===== src/rtl/iq_issue.sv =====
// Issue-side instruction queue between ID and REG: circular buffer taking up to two
// decoded instructions per cycle and presenting up to two for issue after a RAW/single check.
module iq_issue #(
    parameter int unsigned DEPTH     = 8,
    parameter int unsigned PAYLOAD_W = 128
) (
    input  logic                   aclk,
    input  logic                   areset,
    input  logic                   flush,

    input  logic                   id_readygo,
    output logic                   id_allowin,
    input  logic                   id_valid1,
    input  logic [PAYLOAD_W-1:0]   id_payload0,
    input  logic [PAYLOAD_W-1:0]   id_payload1,
    input  logic [4:0]             id_rd0,
    input  logic [4:0]             id_rd1,
    input  logic [4:0]             id_rj0,
    input  logic [4:0]             id_rj1,
    input  logic [4:0]             id_rk0,
    input  logic [4:0]             id_rk1,
    input  logic                   id_is_ALU_0,
    input  logic                   id_is_ALU_1,
    input  logic                   id_single0,
    input  logic                   id_single1,

    input  logic                   reg_allowin,
    output logic                   reg_readygo,
    output logic                   iq_valid1,
    output logic [PAYLOAD_W-1:0]   iq_payload0,
    output logic [PAYLOAD_W-1:0]   iq_payload1,
    output logic [4:0]             iq_rd0,
    output logic [4:0]             iq_rd1,
    output logic [4:0]             iq_rj0,
    output logic [4:0]             iq_rj1,
    output logic [4:0]             iq_rk0,
    output logic [4:0]             iq_rk1,
    output logic                   iq_is_ALU_0,
    output logic                   iq_is_ALU_1,
    output logic [$clog2(DEPTH):0] iq_count
);

    localparam int unsigned PTR_W = $clog2(DEPTH);
    localparam int unsigned CNT_W = $clog2(DEPTH) + 1;

    typedef struct packed {
        logic [PAYLOAD_W-1:0] payload;
        logic [4:0]           rd;
        logic [4:0]           rj;
        logic [4:0]           rk;
        logic                 is_alu;
        logic                 single;
    } entry_t;

    entry_t           mem [DEPTH];
    logic [PTR_W-1:0] head;
    logic [PTR_W-1:0] tail;
    logic [CNT_W-1:0] count;

    entry_t           wr0;
    entry_t           wr1;
    entry_t           slot0;
    entry_t           slot1;
    logic [PTR_W-1:0] head_p1;
    logic [PTR_W-1:0] tail_p1;
    logic             push;
    logic             pop;
    logic             ready;
    logic             dual;
    logic             raw;
    logic [1:0]       push_n;
    logic [1:0]       pop_n;

    assign head_p1 = head + PTR_W'(1);
    assign tail_p1 = tail + PTR_W'(1);
    assign slot0   = mem[head];
    assign slot1   = mem[head_p1];

    assign wr0 = '{payload: id_payload0, rd: id_rd0, rj: id_rj0, rk: id_rk0,
                   is_alu: id_is_ALU_0, single: id_single0};
    assign wr1 = '{payload: id_payload1, rd: id_rd1, rj: id_rj1, rk: id_rk1,
                   is_alu: id_is_ALU_1, single: id_single1};

    // Handshakes depend only on registered occupancy, never on this cycle's pop.
    assign id_allowin  = (count <= CNT_W'(DEPTH - 2));
    assign ready       = (count != '0);
    assign reg_readygo = ready;

    // Slot1 may only pair with slot0 if it does not read slot0's destination.
    assign raw  = (slot0.rd != 5'd0) && ((slot0.rd == slot1.rj) || (slot0.rd == slot1.rk));
    assign dual = (count >= CNT_W'(2)) && !slot0.single && !slot1.single
                  && slot0.is_alu && slot1.is_alu && !raw;
    assign iq_valid1 = dual;

    assign push   = id_readygo & id_allowin;
    assign pop    = ready & reg_allowin;
    assign push_n = push ? (2'd1 + {1'b0, id_valid1}) : 2'd0;
    assign pop_n  = pop  ? (2'd1 + {1'b0, dual})      : 2'd0;

    assign iq_payload0 = ready ? slot0.payload : '0;
    assign iq_rd0      = ready ? slot0.rd      : 5'd0;
    assign iq_rj0      = ready ? slot0.rj      : 5'd0;
    assign iq_rk0      = ready ? slot0.rk      : 5'd0;
    assign iq_is_ALU_0 = ready ? slot0.is_alu  : 1'b0;

    assign iq_payload1 = dual ? slot1.payload : '0;
    assign iq_rd1      = dual ? slot1.rd      : 5'd0;
    assign iq_rj1      = dual ? slot1.rj      : 5'd0;
    assign iq_rk1      = dual ? slot1.rk      : 5'd0;
    assign iq_is_ALU_1 = dual ? slot1.is_alu  : 1'b0;

    assign iq_count = count;

    // Pointer and occupancy state; flush wins over any transfer in the same cycle.
    always_ff @(posedge aclk or posedge areset) begin
        if (areset) begin
            head  <= '0;
            tail  <= '0;
            count <= '0;
        end else if (flush) begin
            head  <= '0;
            tail  <= '0;
            count <= '0;
        end else begin
            head  <= head + PTR_W'(pop_n);
            tail  <= tail + PTR_W'(push_n);
            count <= count + CNT_W'(push_n) - CNT_W'(pop_n);
        end
    end

    // Entry storage is left unreset; unoccupied entries are masked at the outputs.
    always_ff @(posedge aclk) begin
        if (push && !flush) begin
            mem[tail] <= wr0;
            if (id_valid1) begin
                mem[tail_p1] <= wr1;
            end
        end
    end

    always @(posedge aclk) begin
        if (!areset) begin
            assert (count <= CNT_W'(DEPTH))
                else $error("iq_issue: occupancy %0d exceeds depth", count);
            assert (!push || (count <= CNT_W'(DEPTH - 2)))
                else $error("iq_issue: push accepted without room for a pair");
            assert (!pop || (count != '0))
                else $error("iq_issue: pop from empty queue");
        end
    end

endmodule


===== config.mk =====
export PLATFORM = sky130hd
export DESIGN_NAME = iq_issue
export DESIGN_NICKNAME = d
export VERILOG_FILES = /design/src/rtl/iq_issue.sv
export SDC_FILE = /design/constraint.sdc
export NUM_CORES = 2
export LEC_CHECK = 0
export CORE_ASPECT_RATIO = 1.5
export CORE_UTILIZATION = 55
export CTS_CLUSTER_DIAMETER = 200
export DETAILED_ROUTE_END_ITERATION = 12
export PLACE_DENSITY = 0.76
export SYNTH_ARGS = -nofsm -noshare
export SYNTH_HDL_FRONTEND = slang
export SYNTH_SLANG_ARGS = --single-unit

===== constraint.sdc =====
create_clock -name aclk -period 14.1 [get_ports aclk]
set_clock_uncertainty 0.1 [all_clocks]
set_input_delay 2.82 -clock aclk [delete_from_list [all_inputs] [get_ports aclk]]
set_output_delay 2.82 -clock aclk [all_outputs]
set_load 0.02 [all_outputs]

==> metrics.txt <==
Synthesized Nets=4480; Switching Share=between 30% and 40%; Clock Sinks=1170; H-tree lvl count=3; sequential share of power=33.1%; crit path time final=10350 ps; Layout fillers=8926; yosys warns=0; Hold Violations, Final=0; crit-path cells=ha_4, xor2_4, buf_12, mux4_2, mux2i_1, xnor2_1, nand2_1, o22ai_4, buf_4, buf_4, a221oi_2, clkdlybuf4s50_1; Synth Area in XOR/XNOR=0.240%; Initial Util=between 50% and 60%; worst vdd ir=approximately 0.17 mV; RePlAce Congestion=0.829; Comb pwr share=43.1%; Post-Synth Adder-Cell Area=less than 1%; clk root buf=clkbuf_16; syn_area_per_cell=16.6 sq um; layout cells sized above 1=a little under half; CP arrival=7430 ps; vias=43652; DR WL/cell=33.1 microns; I/O pin cnt=approximately 600; gr ovfl total=0; Setup Viol. Count Final=0; All-Layer GR Usage=32.6%; DR DRC count=0; critical path class=flop to output port; Post-CTS Setup Bufs=0; total CTS buffers=112; switching power=0.00451 W; setup TNS=0 ps; Clock power frac=23.8%; RSZ-0062 raised after global routing=no; # rows=approximately 160; Synth area leaders=edfxtp_1 (50%), mux2_2 (19%), mux4_2 (18%); Most common cell on crit path=buf_4; Worst-Margin Slew=1330 ps; highest clock rate=0.0966 GHz; global-route wire length before repair=304 mm; post-synthesis mux area share=39.7%; Post-DP HPWL=121 mm; largest family of logic cells by synthesized area=multiplexers; Routed WL=209 mm; Syn-to-layout area delta=15.1%; antenna viol nets, final=0; Die Footprint=0.128 sq mm; worst hold path depth=2; CTS Hold Bufs=0; max cap viols=0; EDFF count, synth=about 1200; clock-pin slew on the worst setup and hold paths=roughly 60 ps; Hold Path Sink=tail[2]; DIE WIDTH=a little under 300 microns; RR Startpoint=head[0]; leak pwr=approximately 25 nW; core area=0.125 sq mm; Tcrit/Tclk final=between 70 and 80%; Pwr Density=about 160 mW/mm^2; Via-to-Cell Ratio=6.93; Simple-Gate Fraction of Synth Area=3.04%; post-synthesis compound-gate area fraction=3.33%; worst r2r path cells=17; ys flop type=edfxtp_1; CP max stage delay=1130 ps; Gate Count Post-Synth=4170; drt pass-1 iters=5; PortBufs=590; Slew headroom=11.2%; final hold slack=between 500 and 600 ps; Synth Register Bits=1170; Clock Latency Late Sink=730 ps; maximum clock path buffer count=3; post-synth top area cell=edfxtp_1; CP Capture Type=output port; Yosys top cell area share=50.2%; post-CTS sizing=0; CTS tree=done; Seq/Total Area, Yosys=50.6%; drt first-iter violations=4346; antenna violations before repair=56; worst reg-to-reg setup slack=7170 ps; pin count of the biggest net entering global routing=151; Crit path required time=11180 ps; RR Endpoint=iq_count[3]; number of global-route vias before repair=between 40000 and 50000; Synth async-reset ratio=0.855%; crit start category=flop; Slowest cell on crit path=dfrtp_4; Int Pwr=0.00804 W; max-slew violations=0; status=completed; Hold Crit Start=tail[2]; fin nets=approximately 4900; crit path max fanout=150; Die Span Y=437 microns; Netlist cell types=52; synthesized area=0.0693 sq mm; type of the most critical hold path=flop to flop
worst max-delay path, delay by kind of cell, from the launching register on:
| kind | cells | cell delay, ps |
|---|---|---|
| adders and majority gates | 1 | 320 |
| buffers and inverters | 4 | 2670 |
| muxes | 2 | 940 |
| xor gates and xnor gates | 2 | 360 |
| DFF | 1 | 1130 |
| and+or+nand+nor | 1 | 150 |
| AOI/OAI and AO/OA | 2 | 830 |
layout make-up:
cell class	count	area [sq um]	share of cell area [%]
Sequential cell	1170	35100	44.0
Antenna cell	23	57.6	0.0721
Clock buffer	135	2910	3.65
Timing Repair Buffer	663	6570	8.23
Tap cell	1610	2010	2.52
Clock inverter	75	603	0.756
Inverter	21	86.3	0.108
Multi-Input combinational cell	2605	32500	40.7
cells in the final DEF, fill, tap and decap left out, types with 3 or more instances in the layout:
cell	count
clkinv_1	30
xnor2_1	12
nand4_1	4
a211oi_2	4
diode_2	23
a32oi_2	4
buf_12	9
fa_1	4
inv_6	5
and3_4	5
bufinv_16	9
a21o_1	3
clkdlybuf4s50_1	590
nor2b_1	7
inv_1	20
mux2_2	1164
a21oi_1	5
edfxtp_1	1160
clkinv_4	3
nand2_1	281
nor3_1	9
clkbuf_16	113
a221oi_2	127
nor3b_1	18
o21bai_4	6
clkinvlp_4	4
nor2_1	158
dfrtp_4	3
buf_4	64
clkinv_2	24
nand3b_1	8
clkbuf_1	22
dfrtp_1	7
a211oi_1	5
ha_1	9
mux2i_1	163
mux4_2	565
a221oi_1	6
a32oi_1	4
nand3_1	6
power by group through the flow:
| stage | registers [W] | clock network, W | logic [W] |
|---|---|---|---|
| floorplan | 0.00419 | 0 | 0.00366 |
| global placement | 0.00422 | 0 | 0.00536 |
| detailed placement | 0.00424 | 0 | 0.00537 |
| CTS | 0.00416 | 0.00301 | 0.00540 |
| global route | 0.00418 | 0.00313 | 0.00566 |
| finish | 0.00416 | 0.00299 | 0.00541 |
per-stage QoR:
step	cells	util [%]	area, sq um	setup slack, ps	total power, W
floorplan	4170	-	69300	3360	0.00785
global placement	6069	60.9	76200	4700	0.00958
detailed placement	6069	60.9	76200	4610	0.00961
CTS	6279	63.7	79700	3790	0.0126
global route	6298	63.8	79800	3600	0.0130
finish	6302	63.8	79800	3750	0.0126
logic make-up (layout without fill, tap and decap cells):
| kind of cell | after synthesis | in the layout |
|---|---|---|
| multiplexers | 1894 | 1894 |
| flip-flops | 1170 | 1170 |
| AND/OR/NAND/NOR | 509 | 509 |
| buffers and inverters | 395 | 894 |
| AO/OA/AOI/OAI | 172 | 172 |
| XOR/XNOR | 16 | 16 |
| adder cells (fa/ha/maj) | 14 | 14 |
| other | 0 | 23 |
how the worst max path moves through the flow:
stage | cells past startpoint | slack (ps) | to | start
4_1_cts | 12 | 3790 | iq_payload1[54] | head[0]
3_5_place_dp | 12 | 4610 | iq_payload1[54] | head[0]
2_1_floorplan | 3 | 3360 | mem[3][0] | id_readygo
5_1_grt | 12 | 3600 | iq_payload1[54] | head[0]
6_report | 12 | 3750 | iq_payload1[54] | head[0]
3_3_place_gp | 12 | 4700 | iq_payload1[52] | head[0]
state kept, by name, indices dropped and copies added (netlist names):
register and count:
mem 1160, iq_count 4, head 3, tail 3
synth_stat cells (12+ instances only):
| library cell | instances |
|---|---|
| nor2_1 | 158 |
| mux4_2 | 565 |
| edfxtp_1 | 1160 |
| nor3b_1 | 18 |
| a221oi_2 | 127 |
| mux2_2 | 1164 |
| clkbuf_1 | 141 |
| nand2_1 | 283 |
| xnor2_1 | 12 |
| buf_2 | 172 |
| mux2i_1 | 163 |
| inv_1 | 20 |
| buf_1 | 35 |
per-layer routing:
layer	global-route usage, %	share of wire, %	routed length (microns)	up-vias
met5	0	0.21	441	-
met4	12.0	3.3	6890	70
met3	7.32	9.6	20000	418
met2	53.4	49	102000	2275
met1	42.4	38	79200	22934
li1	-	-	-	17955
Power figures use the tool's default switching activity.
